**src/rtl/binoc_local_ni.sv**
```systemverilog
// binoc_local_ni: local network interface in front of a BiNoC router's local
// input port. Packets from the core are queued in a small injection FIFO,
// HP/LP requests are raised toward the router, and granted packets are
// presented for exactly one cycle on localPacket_0 (HP) / localPacket_1 (LP).
// Two packets leave in one cycle when both grants arrive together.
//
// Build option: define BINOC_NI_TRISTATE_EN to make localPacket_0/1 tristate
// outputs that float ('z) when idle, so they can share bidirectional channel
// nets with other drivers. Without it the idle value is all-zero.
module binoc_local_ni #(
  parameter int DATA_W  = 32,
  parameter int DEPTH   = 4,
  parameter int TIMEOUT = 15
) (
  input  logic              clk,
  input  logic              rst,
  input  logic              core_valid,
  output logic              core_ready,
  input  logic [DATA_W-1:0] core_packet,
  input  logic              local_full_0,
  input  logic              local_full_1,
  output logic              local_HP_input_req,
  output logic              local_LP_input_req,
  input  logic              local_HP_input_gnt,
  input  logic              local_LP_input_gnt,
`ifdef BINOC_NI_TRISTATE_EN
  output tri   [DATA_W-1:0] localPacket_0,
  output tri   [DATA_W-1:0] localPacket_1,
`else
  output logic [DATA_W-1:0] localPacket_0,
  output logic [DATA_W-1:0] localPacket_1,
`endif
  output logic              starve,
  output logic [15:0]       pkt_sent_cnt
);

  localparam int AW = $clog2(DEPTH);
  localparam int CW = AW + 1;
  localparam int WW = $clog2(TIMEOUT + 1);

  typedef enum logic [1:0] {
    ST_IDLE,
    ST_REQ,
    ST_SEND
  } state_t;

  state_t            state_reg;
  logic [DATA_W-1:0] mem [DEPTH];
  logic [AW-1:0]     head_reg;
  logic [AW-1:0]     tail_reg;
  logic [CW-1:0]     count_reg;
  logic              core_ready_reg;
  logic [DATA_W-1:0] pkt0_reg;
  logic [DATA_W-1:0] pkt1_reg;
  logic [WW-1:0]     wait_reg;
  logic [15:0]       sent_reg;

  logic              push;
  logic              hp_req;
  logic              lp_req;
  logic              hp_hon;
  logic              lp_hon;
  logic              dual;
  logic [1:0]        pop_n;
  logic [AW-1:0]     head_nxt;
  logic [CW-1:0]     count_next;

  // Request generation: requests depend on the live full flags so a channel
  // that fills up drops its request in the same cycle. LP is only asked for
  // when there is a second packet to pair with HP, or when HP is blocked.
  always_comb begin
    push     = core_valid & core_ready_reg;
    hp_req   = (state_reg == ST_REQ) & ~local_full_0;
    lp_req   = (state_reg == ST_REQ) & ~local_full_1 &
               ((count_reg >= CW'(2)) | local_full_0);
    hp_hon   = hp_req & local_HP_input_gnt;
    lp_hon   = lp_req & local_LP_input_gnt;
    // Both grants with a single queued packet: HP takes it, LP grant is dropped.
    dual     = hp_hon & lp_hon & (count_reg >= CW'(2));
    pop_n    = dual ? 2'd2 : ((hp_hon | lp_hon) ? 2'd1 : 2'd0);
    head_nxt = head_reg + AW'(1);
    count_next = count_reg + CW'(push) - CW'(pop_n);
  end

  // FIFO storage write port; no reset so it maps onto plain memory.
  always_ff @(posedge clk) begin
    if (push) begin
      mem[tail_reg] <= core_packet;
    end
  end

  // Control: pointers, occupancy, FSM, registered packet outputs, counters.
  always_ff @(posedge clk or negedge rst) begin
    if (!rst) begin
      state_reg      <= ST_IDLE;
      head_reg       <= '0;
      tail_reg       <= '0;
      count_reg      <= '0;
      core_ready_reg <= 1'b1;
      pkt0_reg       <= '0;
      pkt1_reg       <= '0;
      wait_reg       <= '0;
      sent_reg       <= '0;
    end else begin
      head_reg       <= head_reg + AW'(pop_n);
      tail_reg       <= tail_reg + AW'(push);
      count_reg      <= count_next;
      core_ready_reg <= (count_next < CW'(DEPTH));
      sent_reg       <= sent_reg + 16'(pop_n);

      // Packets are shown for exactly the one SEND cycle after a grant.
      pkt0_reg <= '0;
      pkt1_reg <= '0;
      if (hp_hon) begin
        pkt0_reg <= mem[head_reg];
      end else if (lp_hon) begin
        pkt1_reg <= mem[head_reg];
      end
      if (dual) begin
        pkt1_reg <= mem[head_nxt];
      end

      if (hp_hon | lp_hon) begin
        wait_reg <= '0;
      end else if ((state_reg == ST_REQ) && (wait_reg != WW'(TIMEOUT))) begin
        wait_reg <= wait_reg + WW'(1);
      end

      unique case (state_reg)
        ST_IDLE: if (count_reg != '0) state_reg <= ST_REQ;
        ST_REQ:  if (hp_hon | lp_hon) state_reg <= ST_SEND;
        ST_SEND: state_reg <= (count_reg != '0) ? ST_REQ : ST_IDLE;
        default: state_reg <= ST_IDLE;
      endcase
    end
  end

`ifdef BINOC_NI_TRISTATE_EN
  logic pkt0_vld_reg;
  logic pkt1_vld_reg;

  // Drive-enable for the shared channel nets: active only in the SEND cycle.
  always_ff @(posedge clk or negedge rst) begin
    if (!rst) begin
      pkt0_vld_reg <= 1'b0;
      pkt1_vld_reg <= 1'b0;
    end else begin
      pkt0_vld_reg <= hp_hon;
      pkt1_vld_reg <= dual | (lp_hon & ~hp_hon);
    end
  end

  assign localPacket_0 = pkt0_vld_reg ? pkt0_reg : {DATA_W{1'bz}};
  assign localPacket_1 = pkt1_vld_reg ? pkt1_reg : {DATA_W{1'bz}};
`else
  assign localPacket_0 = pkt0_reg;
  assign localPacket_1 = pkt1_reg;
`endif

  assign core_ready         = core_ready_reg;
  assign local_HP_input_req = hp_req;
  assign local_LP_input_req = lp_req;
  assign starve             = (wait_reg == WW'(TIMEOUT));
  assign pkt_sent_cnt       = sent_reg;

endmodule
```
**config.mk**
```make
export PLATFORM = sky130hd
export DESIGN_NAME = binoc_local_ni
export DESIGN_NICKNAME = d
export VERILOG_FILES = /design/src/rtl/binoc_local_ni.sv
export SDC_FILE = /design/constraint.sdc
export NUM_CORES = 1
export LEC_CHECK = 0
export BUFFER_PORTS_ARGS = -buffer_cell sky130_fd_sc_hd__buf_2
export CORE_ASPECT_RATIO = 0.5
export CORE_MARGIN = 5
export CORE_UTILIZATION = 50
export CTS_CLUSTER_SIZE = 20
export DETAILED_ROUTE_END_ITERATION = 10
export GPL_TIMING_DRIVEN = 0
export HOLD_SLACK_MARGIN = 0.1
export PLACE_DENSITY = 0.8
export SYNTH_ARGS = -nofsm -noshare
export SYNTH_HDL_FRONTEND = slang
export SYNTH_SLANG_ARGS = --single-unit
```
**constraint.sdc**
```tcl
create_clock -name clk -period 3.4 [get_ports clk]
set_clock_uncertainty 0.05 [all_clocks]
set_input_delay 0.34 -clock clk [delete_from_list [all_inputs] [get_ports clk]]
set_output_delay 0.34 -clock clk [all_outputs]
set_load 0.01 [all_outputs]
```
; ---- Word level (Yosys, flattened, before mapping)
; Memory sizes are Yosys's and may differ from the RTL's.
; Cells that the tools add are included.
[word_totals]
register_bits = 94
mem_bits_rw = 128
in_bits = 39
output_inout_bits = 84
word_cells = 56
memories = 1
[mem_list]
columns = name, words, width, read_ports, rd_clocked_by_memory_dff, write_ports, line
row1 = mem, 4, 32, 2, 0, 1, 48  ; logic [DATA_W-1:0] mem [DEPTH];
[classes]
add_sub_neg = 7
order_cmp = 2
eq_ne = 6
mux = 14
bitwise = 12
reduce_logical = 5
[ops]
columns = operator, count
row1 = 32-bit 2-to-1 mux, 4
row2 = 16-bit by 2-bit adder with 16-bit output, 1
row3 = 1-bit AND, 8
row4 = 4-bit 2-to-1 mux, 2
row5 = 2-bit 2-to-1 mux, 3
row6 = 2-bit one-hot mux with 3 select lines, 1
row7 = "4-bit by 1-bit adder with 4-bit output, second input constant", 1
row8 = "4-bit equality test, second input constant", 1
row9 = 1-bit 2-to-1 mux, 4
row10 = "4-bit != test, second input constant", 1
row11 = 3-bit by 1-bit adder with 3-bit output, 1
row12 = "3-bit by 2-bit greater-or-equal comparator with 1-bit output, second input constant", 1
row13 = "3-bit less-than comparator, second input constant", 1
row14 = 3-bit nonzero test, 1
row15 = 3-bit by 2-bit subtractor with 3-bit output, 1
row16 = 2-bit by 1-bit adder with 2-bit output, 1
row17 = "2-bit by 1-bit adder with 2-bit output, second input constant", 1
row18 = 2-bit adder, 1
row19 = "2-bit by 1-bit equality test with 1-bit output, second input constant", 1
row20 = "2-bit equality test, second input constant", 1
row21 = 2-bit zero test, 1
row22 = "2-bit by 1-bit != test with 1-bit output, second input constant", 1
row23 = "2-bit != test, second input constant", 1
row24 = 1-bit NOT, 2
row25 = other kinds (4), 5

; ---- Depth between registers and ports, before layout
; Gate-level depths: netlist (run 1).
[logic_depth]
depth_word = 9
ltp_mapped = 13
depth_no_buf = 11

; ---- Worst setup path before layout (run 1)
; OpenSTA, ideal clock, no wires.
[synth_timing]
path_type = register -> register
start = register core_ready_reg, in the netlist core_ready
end = memory mem[0][0] (enable)
setup_ns = 0.468
t_arrival_ns = 3.286
t_required_ns = 2.882
slack_ns = -0.404
path_stages_with_launch = 4
n_path_buf = 1
synth_period_minus_slack_ns = 3.804
cell_sequence = dfstp_2 -> and2_1 -> clkbuf_1 -> nor3b_1
[synth_via]
elab_chain_len = 3
[synth_rtl]
columns = item, line
row1 = "start, declared", 52  ; logic core_ready_reg;
row2 = "start signal, assigned", 108  ; core_ready_reg <= (count_next < CW'(DEPTH));
row3 = 1-bit AND, 72  ; push = core_valid & core_ready_reg;
row4 = 1-bit 2-to-1 mux, 87  ; if (push) begin
row5 = 1-bit 2-to-1 mux (implied by the code), 88  ; mem[tail_reg] <= core_packet;
row6 = "end, declared", 48
; Every way passes these cells.

; ---- Worst setup path after layout (run 1)
[layout_timing]
start = register state_reg[1]
end = register count_reg[2]
[layout_via]
elab_chain_len = 8
elab_cells_between_ends = 12
classes_between = add/sub: 1 / eq/ne: 1 / mux: 2 / bitwise: 8
[layout_rtl]
columns = item, line
row1 = "start, declared", 47  ; state_t state_reg;
row2 = "start signal, assigned", 132  ; ST_SEND: state_reg <= (count_reg != '0) ? ST_REQ : ST_IDLE;
row3 = 2-bit by 1-bit equality test with 1-bit output *, "73, 74"
row4 = 1-bit AND (2 in a row), 74  ; lp_req = (state_reg == ST_REQ) & ~local_full_1 &
row5 = 1-bit AND, 77  ; lp_hon = lp_req & local_LP_input_gnt;
row6 = 1-bit bitwise OR or 1-bit AND (tied branches), "80, 79"
row7 = 1-bit 2-to-1 mux or 1-bit AND (tied branches), "80, 79"
row8 = 2-bit 2-to-1 mux *, 80  ; pop_n = dual ? 2'd2 : ((hp_hon | lp_hon) ? 2'd1 : 2'd0);
row9 = 3-bit by 2-bit subtractor with 3-bit output *, 82  ; count_next = count_reg + CW'(push) - CW'(pop_n);
row10 = named net count_next[2], 66  ; logic [CW-1:0] count_next;
row11 = "end signal, assigned", 107  ; count_reg <= count_next;
row12 = "end, declared", 51  ; logic [CW-1:0] count_reg;
; Mark *: on every way through the listed nets, which the timed path passes. The rest lies on a longest branch.
; A chain may end at the register's enable or synchronous reset.

==> results.md, run 1 <==
* TritonCTS buffer count at 21
* CP Launch Type: flip-flop
* Die X at about 200 um
* Final period util at 0.851
* Worst setup EP type: flip-flop
* Max Cap Viol at 0
* Met1 GRT Util at 0.235
* Vias in the first global route at 5,516
* ANT cells at 0
* Routed len/inst at 20.6 um
* Synth Area per Inst at 18.7 um^2
* Ports at 123
* Area of the die at 21,100 um^2
* Layer with the highest usage: met2
* Detailed Route WL at 18.9 mm
* Gr usage total at 0.181
* Crit path DAT at 3220 ps
* Leak at 0.00459 uW
* Met3 Usage GRT at 0.0340
* Starting Density at 0.515
* Drt first pass iters at 4
* DRC viols at 0
* Top reg by flops: mem
* Worst VDD drop at around 400 uV
* Power Total at 8310 uW
* Post-synth EDFFs at between 100 and 150
* Mapped Area at ~9100 um^2
* Placed Instance Area at 10,100 um^2
* Post-CTS setup buffer count at 0
* Clk sinks at 222
* Vias at just over 5,000
* Finished Layout Cells at 916
* H-Tree Depth at 1
* Cell variety after synth at 41
* Met2 Use GR at 0.326
* Max reg flops at 128
* Layout area overhead at 21.9%
* DP Cell Count at 845
* Hold Worst Slack at 247 ps
* #FFs+latches synth at 222
* Core ar. at 17,600 um^2
* CP Data Required Time at 3730 ps
* Max transition margin at 0.412
* Final TNS setup at 0 ps
* Initial antenna violation count at 0
* Ratio of cells with drive above 1 in the final layout at 0.367
* Fmax at 346 MHz
* Post-layout instance area at 11,000 um^2
* Post-route ant nets at 0
* Grt ovf at 0
* Final Critical Period at 2890 ps
* Buffers on Ports at 122
* Die Span Y at 105 um
* Worst-path fanout max at 9
* Setup violators final at 0
* Sequential cell area fraction in the yosys report at 0.685
* Asr flop ratio synth at 0.423
* Pwr dens at 753 nW/um^2
* Final slew viol count at 0
* Largest net degree at the start of global routing at 72
* FP Rows at 34
* Outcome: finished, final reports clean
* First-pass GRT wire length at 30.6 mm
* Syn Nets at 529
* DR vias/cell at 5.51
* Initial DRC count at about 390
* RSZ-0062 raised after global routing: no
* Placer Congestion at 0.778
* Post-synth top flop: edfxtp_1
* Worst hold path class: in -> async
* Gate Count Post-Synth at between 400 and 500
* Kind of critical path: reg -> reg
* Clock-pin slew on the worst setup and hold paths at 60 ps
* Final net count at ~700
* CTS max path bufs at 3
* CTS tree: done
* Hpwl dp at 12.7 mm
* Final Hold Vio Count at 0
* Worst-margin pin slew at 882 ps
* CTS root buffer: clkbuf_16
* Clock latency on the worst-skew pair at 490 ps
* YS warnings at 0
==> layout by cell type, fill, tap and decap left out, types with 2 or more instances in the layout <==
cell type / n
buf_4: 9
ha_1: 5
a22o_1: 32
dfrtp_1: 93
clkbuf_1: 13
a211oi_1: 4
buf_16: 2
clkbuf_16: 21
xor2_1: 15
and2_1: 35
nor2_1: 7
nand2b_1: 2
buf_2: 134
nor2b_1: 3
nand4_1: 2
buf_8: 2
xnor2_1: 9
nand3_1: 9
dlygate4sd3_1: 33
nand2_1: 9
nor2_4: 2
inv_1: 6
edfxtp_1: 128
clkinv_1: 5
a21oi_1: 4
buf_1: 2
and3_1: 4
mux4_2: 64
and4_1: 3
==> routing by layer <==
layer / wire length (um) / part of all wire
met1: 7730 / 0.41
met2: 9890 / 0.52
met3: 929 / 0.049
met4: 344 / 0.018
met5: 0 / 0
==> critical path, cell delays in order, from the launching register on <==
cell and delay [ps]:
dfrtp_1 400, and4bb_1 240, buf_2 240, a21o_1 120, buf_2 210, and2_4 170
buf_6 110, xor2_1 170, ha_1 170, inv_1 50, fa_1 370, xnor2_1 180
xor2_1 230, inv_1 60
==> power by group <==
part	switching, uW	total, uW	internal [uW]	leakage, uW
logic	1310	2600	1280	0.00187
clock network	945	2120	1170	0.000298
registers	250	3590	3340	0.00242
total	2510	8310	5800	0.00459
==> stage by stage <==
stage	setup slack [ps]	util
3_3_place_gp	-484	0.567
4_1_cts	429	0.628
2_1_floorplan	642	-
3_5_place_dp	359	0.574
5_1_grt	273	0.628
6_report	506	0.628
==> synth_stat cells (all sizes together) (3+ instances only) <==
| master | instances | area, um^2 |
|---|---|---|
| nand3 | 10 | 55.1 |
| nor2b | 3 | 18.8 |
| mux4 | 64 | 1440 |
| buf | 24 | 144 |
| a21oi | 4 | 20.0 |
| nor2 | 9 | 33.8 |
| dfrtp | 93 | 2330 |
| nand2 | 9 | 33.8 |
| xor2 | 15 | 131 |
| edfxtp | 128 | 3840 |
| and4 | 3 | 26.3 |
| a22o | 32 | 280 |
| and2 | 36 | 228 |
| clkbuf | 5 | 18.8 |
| xnor2 | 9 | 78.8 |
| inv | 7 | 26.3 |
| a211oi | 4 | 30.0 |
| and3 | 5 | 31.3 |
| ha | 5 | 62.6 |
==> kinds of logic (layout without fill, tap and decap cells) <==
group | count (synthesis) | after routing | synth area share
compound gates | 46 | 46 | 0.0458
xor+xnor | 24 | 24 | 0.0232
fa+ha+maj | 6 | 6 | 0.00912
buf+inv | 36 | 234 | 0.0209
flops | 222 | 222 | 0.685
mux | 64 | 64 | 0.159
simple gates | 86 | 86 | 0.0572
==> repair_timing <==
item / 4_1_cts / 5_1_grt
hold buffers: 33 / 0
gates resized for setup: 0 / 0
endpoints found under the hold margin: 182 / 0
==> layout make-up <==
type                       count  area [um^2]
fill                        1239         6540
sequential                   222         6200
multi-input combinational    226         2690
timing repair buffer         160         1050
clock buffer                  30          569
tap                          234          293
buffer                        29          163
clock inverter                 8         43.8
inverter                       7         26.3
==> worst paths after layout <==
| path | start | to | slack (ps) | cells past startpoint |
|---|---|---|---|---|
| hold / removal | rst | localPacket_1[21] | 250 | 2 |
| max in group asynchronous | rst | core_ready | 2370 | 3 |
| hold reg to reg | pkt_sent_cnt[15] | pkt_sent_cnt[15] | 430 | 1 |
| setup / recovery | state_reg[1] | count_reg[2] | 510 | 13 |
| setup reg to reg | state_reg[1] | count_reg[2] | 510 | 13 |
| min in group clk | pkt_sent_cnt[15] | pkt_sent_cnt[15] | 430 | 1 |
Note: power is estimated with default switching activity, not from simulation.
==> run 2, diff against run 1 <==
--- a/config.mk
+++ b/config.mk
@@ -11,7 +11,7 @@
 export CORE_UTILIZATION = 50
 export CTS_CLUSTER_SIZE = 20
 export DETAILED_ROUTE_END_ITERATION = 10
-export GPL_TIMING_DRIVEN = 0
+export GPL_TIMING_DRIVEN = 1
 export HOLD_SLACK_MARGIN = 0.1
 export PLACE_DENSITY = 0.8
 export SYNTH_ARGS = -nofsm -noshare
==> results.md, run 2 (synthesis gave the netlist of run 1 again) <==
* Top reg by flops: mem
* PostCTS Resize Cnt at 0
* Layout area overhead at 21.1%
* Pwr dens at 759 nW/um^2
* Placer Congestion at 0.793
* Setup WS post-layout at 852 ps
* Hold_buf cts at 33
* Routed len/inst at 20.6 um
* Final period util at 0.749
* Final TNS setup at 0 ps
* Max transition margin at 0.297
* Outcome: finished, final reports clean
* Kind of critical path: reg -> reg
* Max Cap Viol at 0
* Max reg flops at 128
* Vias at about 5,000
* Hpwl dp at 11.1 mm
* Slowest stage delay, CP at about 400 ps
* DRC viols at 0
* Worst path bufs/invs at 3
* Worst VDD drop at 361 uV
* Leading cell type in the layout, fill and taps excluded: edfxtp_1
* Worst hold path class: in -> reg
* Initial DRC count at between 300 and 400
* Drt first pass iters at 4
* First-pass GRT wire length at slightly above 30 mm
* Most frequent cells in the layout: edfxtp_1, buf_2, dfrtp_1
* Post-route ant nets at 0
* Multi-input gate area at 2700 um^2
* H-Tree Depth at 1
* Ports at roughly 120
* Clk sinks at 222
* Final slew viol count at 0
* Die X at 200 um
* Buffers on Ports at 122
* DR vias/cell at 5.60
* CP Cell Sequence: and4bb_4, and3_2, inv_2, and2_4, xor2_1, ha_1, inv_1, fa_1, xnor2_1, xor2_1, inv_1
* Worst setup EP type: flip-flop
* Fmax at 392 MHz
* Worst-margin pin slew at ~1100 ps
* Clock-pin slew on the worst setup and hold paths at ~70 ps
* Largest net degree at the start of global routing at between 60 and 70
* Crit path DAT at about 2900 ps
* DP Worst Slack at 763 ps
* Final net count at 691
* Ratio of cells with drive above 1 in the final layout at 0.371
* Worst-path fanout max at 6
* CTS root buffer: clkbuf_16
* Grt ovf at 0
* Post-CTS setup buffer count at 0
* FP Rows at 34
* Setup violators final at 0
* Vias in the first global route at 5,398
* Worst path slowest cell: dfrtp_1
* Starting Density at 0.515
* Area of the die at 21,100 um^2
* Leak at 0.00453 uW
* Gr usage total at 0.179
* Initial antenna violation count at 1
* Detailed Route WL at 18.5 mm
* CP Launch Type: flip-flop
* CTS tree: done
* CTS max path bufs at 3
* Die Span Y at 105 um
* Final Critical Period at 2550 ps
* Crit-path leading delay family: simple AND/OR/NAND/NOR gates
* Seq. cell area at 6200 um^2
* Clock latency on the worst-skew pair at 490 ps
* CP Data Required Time at around 3700 ps
* RSZ-0062 raised after global routing: no
* Final Hold Vio Count at 0
* Core ar. at approximately 18,000 um^2
* TritonCTS buffer count at 20
* Fillcell total at approximately 1,300
-- run 2: worst register-to-register path: stages (launching register included) --
cell      delay (ps)
dfrtp_1          400
and4bb_4         380
and3_2           220
inv_2             60
and2_4           170
xor2_1           160
ha_1             160
inv_1             40
fa_1             370
xnor2_1          180
xor2_1           210
inv_1             50
-- run 2: worst paths after layout --
check / slack, ps / startpoint / end / depth (start not counted)
min in group asynchronous: 440 / rst / localPacket_0[21] / 2
hold / removal: 380 / core_valid / tail_reg[0] / 3
max in group asynchronous: 2080 / rst / localPacket_1[16] / 3
hold reg to reg: 430 / pkt_sent_cnt[15] / pkt_sent_cnt[15] / 1
setup / recovery: 850 / state_reg[1] / count_reg[2] / 11
setup reg to reg: 850 / state_reg[1] / count_reg[2] / 11
-- run 2: power breakdown --
group / switching [uW] / total [uW] / internal (uW)
Combinational: 871 / 2090 / 1220
Clock: 941 / 2280 / 1340
Sequential: 608 / 3950 / 3340
Total: 2420 / 8320 / 5900
-- run 2: area by class of cell --
cell class | instances | share of cell area
flip-flops and latches | 222 | 0.566
repair buffers | 169 | 0.0968
inverters | 7 | 0.00240
diodes | 1 | 0.000228
multi-input cells | 226 | 0.247
clock buffers | 31 | 0.0531
clock inverters | 5 | 0.00788
well taps | 234 | 0.0267
-- run 2: stage by stage --
stage / cells / total power [uW] / instance area, um^2 / hold WS, ps / utilization
after global routing: 895 / 8770 / 11000 / 404 / 0.624
after floorplan: 484 / 5420 / 9060 / -5.59 / -
after CTS: 894 / 8410 / 11000 / 368 / 0.624
final: 895 / 8320 / 11000 / 377 / 0.624
after global placement: 825 / 5980 / 9960 / 394 / 0.567
after detailed placement: 825 / 6090 / 9960 / 405 / 0.567
-- run 2: metal layers --
layer,up-vias,global-route usage,wire (um)
met1,2610,0.236,7560
met3,30,0.0310,993
met2,149,0.317,9540
met4,0,0.0388,390
li1,2223,-,-
met5,-,0,0
